**config.mk**
```make
export PLATFORM = sky130hd
export DESIGN_NAME = mac_act_buffer
export DESIGN_NICKNAME = d
export VERILOG_FILES = /design/src/rtl/mac_pkg.sv /design/src/rtl/sync_fifo_fwft.sv /design/src/rtl/mac_act_buffer.sv
export SDC_FILE = /design/constraint.sdc
export NUM_CORES = 1
export LEC_CHECK = 0
export ABC_AREA = 1
export BUFFER_PORTS_ARGS = -buffer_cell sky130_fd_sc_hd__buf_2
export CAP_MARGIN = 20
export CORE_ASPECT_RATIO = 0.5
export CORE_MARGIN = 2
export CORE_UTILIZATION = 50
export DETAILED_ROUTE_END_ITERATION = 10
export PLACE_DENSITY = 0.68
export SLEW_MARGIN = 20
export SYNTH_ARGS = -nofsm -noshare
export SYNTH_HDL_FRONTEND = slang
export SYNTH_SLANG_ARGS = --single-unit
```
**constraint.sdc**
```tcl
create_clock -name clk -period 2.5 [get_ports clk]
set_clock_uncertainty 0.1 [all_clocks]
set_input_delay 0.25 -clock clk [delete_from_list [all_inputs] [get_ports clk]]
set_output_delay 0.25 -clock clk [all_outputs]
set_load 0.01 [all_outputs]
```
**src/rtl/mac_pkg.sv**
```systemverilog
// Q8.8 constants, types and the activation helper used by mac and its downstream stages.
package mac_pkg;

    localparam int          Q_FRAC_BITS = 8;
    localparam logic [15:0] Q_ONE       = 16'h0100;
    localparam logic [15:0] RELU6_MAX   = 16'h0600;

    typedef logic signed [15:0] q88_t;

    // Negative values go to zero; positive values above clamp_max are limited when clamping is on.
    function automatic q88_t relu_clamp(input q88_t x, input logic clamp_en, input logic [15:0] clamp_max);
        q88_t y;
        y = x;
        if (x[15])
            y = '0;
        else if (clamp_en && ($unsigned(x) > clamp_max))
            y = q88_t'(clamp_max);
        return y;
    endfunction

endpackage

```
**src/rtl/sync_fifo_fwft.sv**
```systemverilog
// Generic synchronous first-word-fall-through FIFO with drop detection.
// Latency: a write is visible on rd_data the cycle after it is accepted.
// Backpressure: a write while full is accepted only together with a read; otherwise it is dropped and flagged.
module sync_fifo_fwft #(
    parameter int DEPTH = 8,
    parameter int WIDTH = 16
) (
    input  logic                       clk,
    input  logic                       reset,
    input  logic                       wr_vld,
    input  logic [WIDTH-1:0]           wr_dat,
    input  logic                       rd_rdy,
    output logic                       rd_vld,
    output logic [WIDTH-1:0]           rd_dat,
    output logic [$clog2(DEPTH+1)-1:0] count,
    output logic                       full,
    output logic                       empty,
    output logic                       drop
);

    localparam int PW = $clog2(DEPTH);
    localparam int CW = $clog2(DEPTH+1);

    logic [WIDTH-1:0] mem [DEPTH];
    logic [PW-1:0]    wr_ptr;
    logic [PW-1:0]    rd_ptr;
    logic             push;
    logic             pop;

    // Status comes only from the registered count, so no input reaches these outputs combinationally.
    assign full   = (count == CW'(DEPTH));
    assign empty  = (count == '0);
    assign rd_vld = !empty;
    assign rd_dat = empty ? '0 : mem[rd_ptr];

    assign pop  = rd_vld && rd_rdy;
    assign push = wr_vld && (!full || pop);
    assign drop = wr_vld && full && !pop;

    always_ff @(posedge clk) begin
        if (reset) begin
            wr_ptr <= '0;
            rd_ptr <= '0;
            count  <= '0;
        end else begin
            if (push)
                wr_ptr <= wr_ptr + PW'(1);
            if (pop)
                rd_ptr <= rd_ptr + PW'(1);
            if (push && !pop)
                count <= count + CW'(1);
            else if (pop && !push)
                count <= count - CW'(1);
        end
    end

    always_ff @(posedge clk) begin
        if (!reset && push)
            mem[wr_ptr] <= wr_dat;
    end

endmodule

```
**src/rtl/mac_act_buffer.sv**
```systemverilog
// Applies ReLU/ReLU6 to each mac result and queues it for the next layer.
// Latency: one cycle from done to out_valid/out_data.
// Backpressure: holds up to DEPTH results; a done while full without a pop is dropped and sets sticky overflow.
module mac_act_buffer
    import mac_pkg::*;
#(
    parameter int          DEPTH     = 8,
    parameter bit          CLAMP_EN  = 1'b1,
    parameter logic [15:0] CLAMP_MAX = RELU6_MAX
) (
    input  logic                       clk,
    input  logic                       reset,
    input  logic                       done,
    input  logic [15:0]                mac_out,
    output logic [15:0]                out_data,
    output logic                       out_valid,
    input  logic                       out_ready,
    output logic [$clog2(DEPTH+1)-1:0] count,
    output logic                       full,
    output logic                       empty,
    output logic                       overflow
);

    q88_t act_dat;
    logic drop;

    assign act_dat = relu_clamp(q88_t'(mac_out), CLAMP_EN, CLAMP_MAX);

    sync_fifo_fwft #(
        .DEPTH (DEPTH),
        .WIDTH (16)
    ) u_fifo (
        .clk    (clk),
        .reset  (reset),
        .wr_vld (done),
        .wr_dat (act_dat),
        .rd_rdy (out_ready),
        .rd_vld (out_valid),
        .rd_dat (out_data),
        .count  (count),
        .full   (full),
        .empty  (empty),
        .drop   (drop)
    );

    always_ff @(posedge clk) begin
        if (reset)
            overflow <= 1'b0;
        else if (drop)
            overflow <= 1'b1;
    end

endmodule
```
After elaboration in Yosys (flattened, before gate mapping)
Memory sizes are Yosys's and may differ from the RTL's. A register that Yosys moved wholly into a read port is not among the register bits.
Cells that the tools add are included.

operators by class
  add/sub/neg operators = 4
  eq/ne operators = 1
  reductions and logical operators = 15
  multiplexer cells = 9
  magnitude comparators = 1

operator list
  operator                                                                           number
  16-bit two-way mux                                                                 2
  16-bit by 11-bit greater-than comparator with 1-bit output, second input constant  1
  15-bit two-way mux                                                                 1
  4-bit two-way mux                                                                  2
  1-bit logical AND                                                                  7
  3-bit by 1-bit adder with 3-bit output, second input constant                      2
  3-bit two-way mux                                                                  2
  1-bit logical NOT                                                                  5
  4-bit by 1-bit adder with 4-bit output, second input constant                      1
  4-bit equality test, second input constant                                         1
  4-bit logical NOT                                                                  1
  4-bit by 1-bit subtractor with 4-bit output, second input constant                 1
  1-bit two-way mux                                                                  2
  2-bit nonzero test                                                                 1
  1-bit logical OR                                                                   1

word-level totals
  register bits after elaboration = 11
  memories = 1
  memory bits (writable) = 128
  input port bits = 20

memory list
  name        words  bits a word  read ports  clocked after Yosys merged registers in  write ports  line                  source
  u_fifo.mem  8      16           1           1                                        1            sync_fifo_fwft.sv:24  logic [WIDTH-1:0] mem [DEPTH];

Depth between registers and ports, before layout
  depth after elaboration = 9
  gate-level depth with buffers = 14

Modules after synthesis
From an unflattened synthesis, not the netlist that was laid out.

unflattened totals
  cell total of the unflattened synthesis = 603
  area, all modules = 6238.5 µm²

modules (own cells, without submodules)
  module          area an instance (µm²)  sequential area each (µm²)  instances  cells each
  sync_fifo_fwft  5997.0                  4103.9                      1          559
  mac_act_buffer  241.5                   20.0                        1          44

Worst setup path after synthesis
Ideal clock, no wire load.

  path kind = reg-to-reg
  start = reg u_fifo.count[0]
  end = reg u_fifo.count[3]
  path slack = 0.404 ns
  stages on the path, launching flop included = 13
  path buffers = 0
  data required time = 2.291 ns
  setup time = 0.109 ns
  data arrival time = 1.887 ns
  cell sequence = dfxtp_1 nor2_4 nand4_4 nand2_1 inv_2 ha_1 inv_1 ha_1 or2_2 nand3_1 nand3_1 nand2_1 inv_1

on the way
  cells in the longest elaborated chain, start to end = 8
  elaborated cells on any way between the ends = 16
  classes of those cells = 2 x add/sub; 1 x eq/ne; 2 x mux; 11 x reduce/logical

RTL lines
  what                                                                                 line                  source
  start: declaration                                                                   sync_fifo_fwft.sv:15  output logic [$clog2(DEPTH+1)-1:0] count,
  start signal: assignment                                                             sync_fifo_fwft.sv:51  count <= count + CW'(1);
  start signal: assignment                                                             sync_fifo_fwft.sv:53  count <= count - CW'(1);
  branches (longest 8 deep; another with 4-bit by 1-bit subtractor with 4-bit output)  n/a

Several ways; the timed one is not identified. The select of a mux whose other input is x is not followed.
A chain may end at the register's enable or synchronous reset.

==> impl_metrics.ini <==
[global_route]
grt_max_degree = 61
grt_pass1_wl_um = 19500
grt_pass1_vias = 3946
gr-usage-all-layers_pct = 20.0
antenna_found_initial = 0
overflow = 0

[floorplan]
initial_utilization_pct = 51.4
core_area_mm2 = 0.0118
die_area_mm2 = 0.0131
die_w_um = 160
num_rows = 28
pin_count = 44
fp.dieH_um = 82.0

[sta]
drv_slew = 0
fmax_mhz = 431
finalSetupViolCount = 0
hold_viol = 0
setup_tns_ns = 0
max_slew_margin_pct = 58.9
min_period_ns = 2.32
worst_slack_ns = 0.181
tightest_slew_ns = 0.613
rsz0062_at_grt = yes
period_share_pct = 92.8

[layout]
diodes = 0
final_core_util_pct = 60.6
fill_cells = 959
nets = 739
areaGrowthSynthToFinish_pct = 17.9
stdcell_area_mm2 = 0.00718
layout-drive-gt1-share_pct = 15.0

[setup_path]
cp.required_ns = 2.15
cp-endpoint = out_data[2]
critPathLaunchType = flop
timing.rr.end = u_fifo.count[3]$_SDFFE_PP0P_
arrival_ns = 1.97
critPathKind = flop to primary output
r2r_setup_slack_ns = 0.27
r2r_start = u_fifo.count[0]$_SDFFE_PP0P_
cp_max_fo = 60
crit_path_end_kind = primary output
ff2ff_path_depth = 12

[place]
pre_cts_slack_ns = 0.291
dp_hpwl_um = 7250
post_dp_cell_area_mm2 = 0.00656
io_buffers = 42
place_congestion = 0.728

[clock_network]
cts_tree = yes
root_buffer = clkbuf_16
numCtsBuffers = 17
cts.clk_slew.worst_paths_ns = 0.06
htree_levels = 4
cts.sinks = 134
clk_path_buf_depth = 2
clk_latency_ns = 0.41

[detailed_routing]
via_count = 4265
drt-total-wl_um = 12400
drc = 0
postRouteAntennaNets = 0
drtIter0Drc = 270
post_drt_wl_per_cell_um = 14.0
firstDrtPassIters = 5
viasPerCell = 4.79

[job]
drv_cap = 0

[synthesis]
synthMuxAreaShare_pct = 0
synth-seq-area-share_pct = 63.8
synth-simple-area-share_pct = 24.1
synth_xor_area_share_pct = 0.431
yosys.area_share.adder_pct = 1.36
synth_compound_gate_area_share_pct = 2.36
synth_warnings = 0
synth.distinct_cells = 29
synth-seq-cells = 134
postSynthAreaPerCell_um2 = 9.67
synth_top_family_by_area = simple AND/OR/NAND/NOR gates
synthCells = 630
synth_area_mm2 = 0.00609

[pwr]
power_density_mw_per_mm2 = 975
ir_drop_v = 0.000758
leakagePower_nw = 3.21

[min_path]
hp-class = primary input to flop

[status]
status = finished clean
[kinds of logic (layout without fill, tap and decap cells)]
kind of cell | after synthesis | after routing
flip-flops | 134 | 134
other | 1 | 33
buffers and inverters | 106 | 170
AO/OA/AOI/OAI | 23 | 23
XOR/XNOR | 3 | 3
AND/OR/NAND/NOR | 357 | 357
adder cells (fa/ha/maj) | 6 | 6
[layout by cell type (no fill, tap or decap), types with 2 or more instances in the layout]
cell type,netlist,routed
ha_1,5,5
a21boi_1,9,9
xor2_1,3,3
dfxtp_1,14,13
nand2_2,2,2
nand2_1,233,233
edfxtp_1,120,120
conb_1,1,33
buf_2,8,42
buf_4,4,14
inv_6,1,3
bufinv_16,0,3
nor2_2,5,5
nor2_1,54,54
a31oi_1,2,2
clkinvlp_4,0,4
o21ai_0,2,2
clkinv_4,0,4
nand3_1,57,57
a21oi_1,9,9
inv_2,7,7
inv_1,73,73
clkbuf_16,0,17
nand3_2,2,2
[report_power, final]
part | leakage [nW] | total, mW | switching [mW] | internal [mW]
sequential | 1.24 | 2.64 | 0.107 | 2.53
combinational | 1.69 | 1.84 | 1.21 | 0.632
clock | 0.283 | 2.52 | 0.943 | 1.58
total | 3.21 | 7.00 | 2.26 | 4.74
[worst min path at each step]
stage                     cells after the start                    end             startpoint  slack [ns]
final                                         3  overflow$_SDFFE_PP0P_                   done        0.07
after global routing                          3  overflow$_SDFFE_PP0P_                   done        0.08
after CTS                                     3  overflow$_SDFFE_PP0P_                   done        0.06
after detailed placement                      2  overflow$_SDFFE_PP0P_  overflow$_SDFFE_PP0P_        0.35
after global placement                        2  overflow$_SDFFE_PP0P_  overflow$_SDFFE_PP0P_        0.34
after floorplan                               1  overflow$_SDFFE_PP0P_                  reset        0.22
[layout make-up]
type	instances	area (um^2)	share of cell area [%]
repair buffers	57	325	4.53
flip-flops and latches	134	3880	54.1
well taps	165	206	2.88
inverters	81	309	4.30
clock inverters	14	178	2.47
clock buffers	18	429	5.98
multi-input cells	422	1850	25.7
[routing by layer]
metal,up-vias,share of wire [%],GRT usage (%)
met5,-,0,0
met4,0,2.0,8.47
met2,110,48,34.7
met3,20,4.6,4.85
li1,2156,-,-
met1,1979,46,24.7
[critical path: stages, from the launching register on]
cell and delay [ns]:
dfxtp_2 0.42, inv_6 0.37, nand2_1 0.11, nand2_1 0.08, nand2_1 0.04, nand2_1 0.07, nor2_1 0.04, nor2_1 0.21
buf_2 0.18
[cells in the mapped netlist]
cell	instances	share of area (%)
buf_6	7	1.3
a31oi_1	2	0.21
nor2_1	54	3.3
o21ai_0	2	0.16
or2_2	1	0.10
dfxtp_1	14	4.6
buf_2	8	0.66
nand4_4	1	0.35
fa_1	1	0.33
inv_6	1	0.14
nand3_1	57	4.7
buf_4	4	0.49
nor2_2	5	0.51
nand3_2	2	0.33
nor3_1	1	0.082
clkbuf_1	5	0.31
edfxtp_1	120	59
ha_1	5	1.0
conb_1	1	0.062
a21oi_1	9	0.74
a21oi_2	1	0.14
buf_1	1	0.062
xor2_1	3	0.43
a21boi_1	9	1.1
nand2_2	2	0.21
inv_2	7	0.43
nand2_1	233	14
nor2_4	1	0.18
inv_1	73	4.5
[metrics by stage]
step,instances,power [mW],hold WS (ns)
after floorplan,662,4.02,0.219
after global placement,858,4.49,0.340
after detailed placement,858,4.53,0.347
after CTS,891,7.04,0.0558
after global routing,891,7.39,0.0824
final,891,7.00,0.0675
[timing repair]
action                                 in CTS  in global routing
hold buffers                                1                  0
resized for setup                           0                  0
buffers inserted                            0                  0
endpoints found under the hold margin       2                  0
setup endpoints to repair                   0                  2
[state kept, by name, summed over array words and instances, names as in the netlist, named ones only]
| name | count |
|---|---|
| u_fifo.wr_ptr | 3 |
| u_fifo.rd_ptr | 3 |
| u_fifo.mem | 120 |
| u_fifo.count | 4 |
| overflow | 1 |
(Power assumes the default switching activity.)
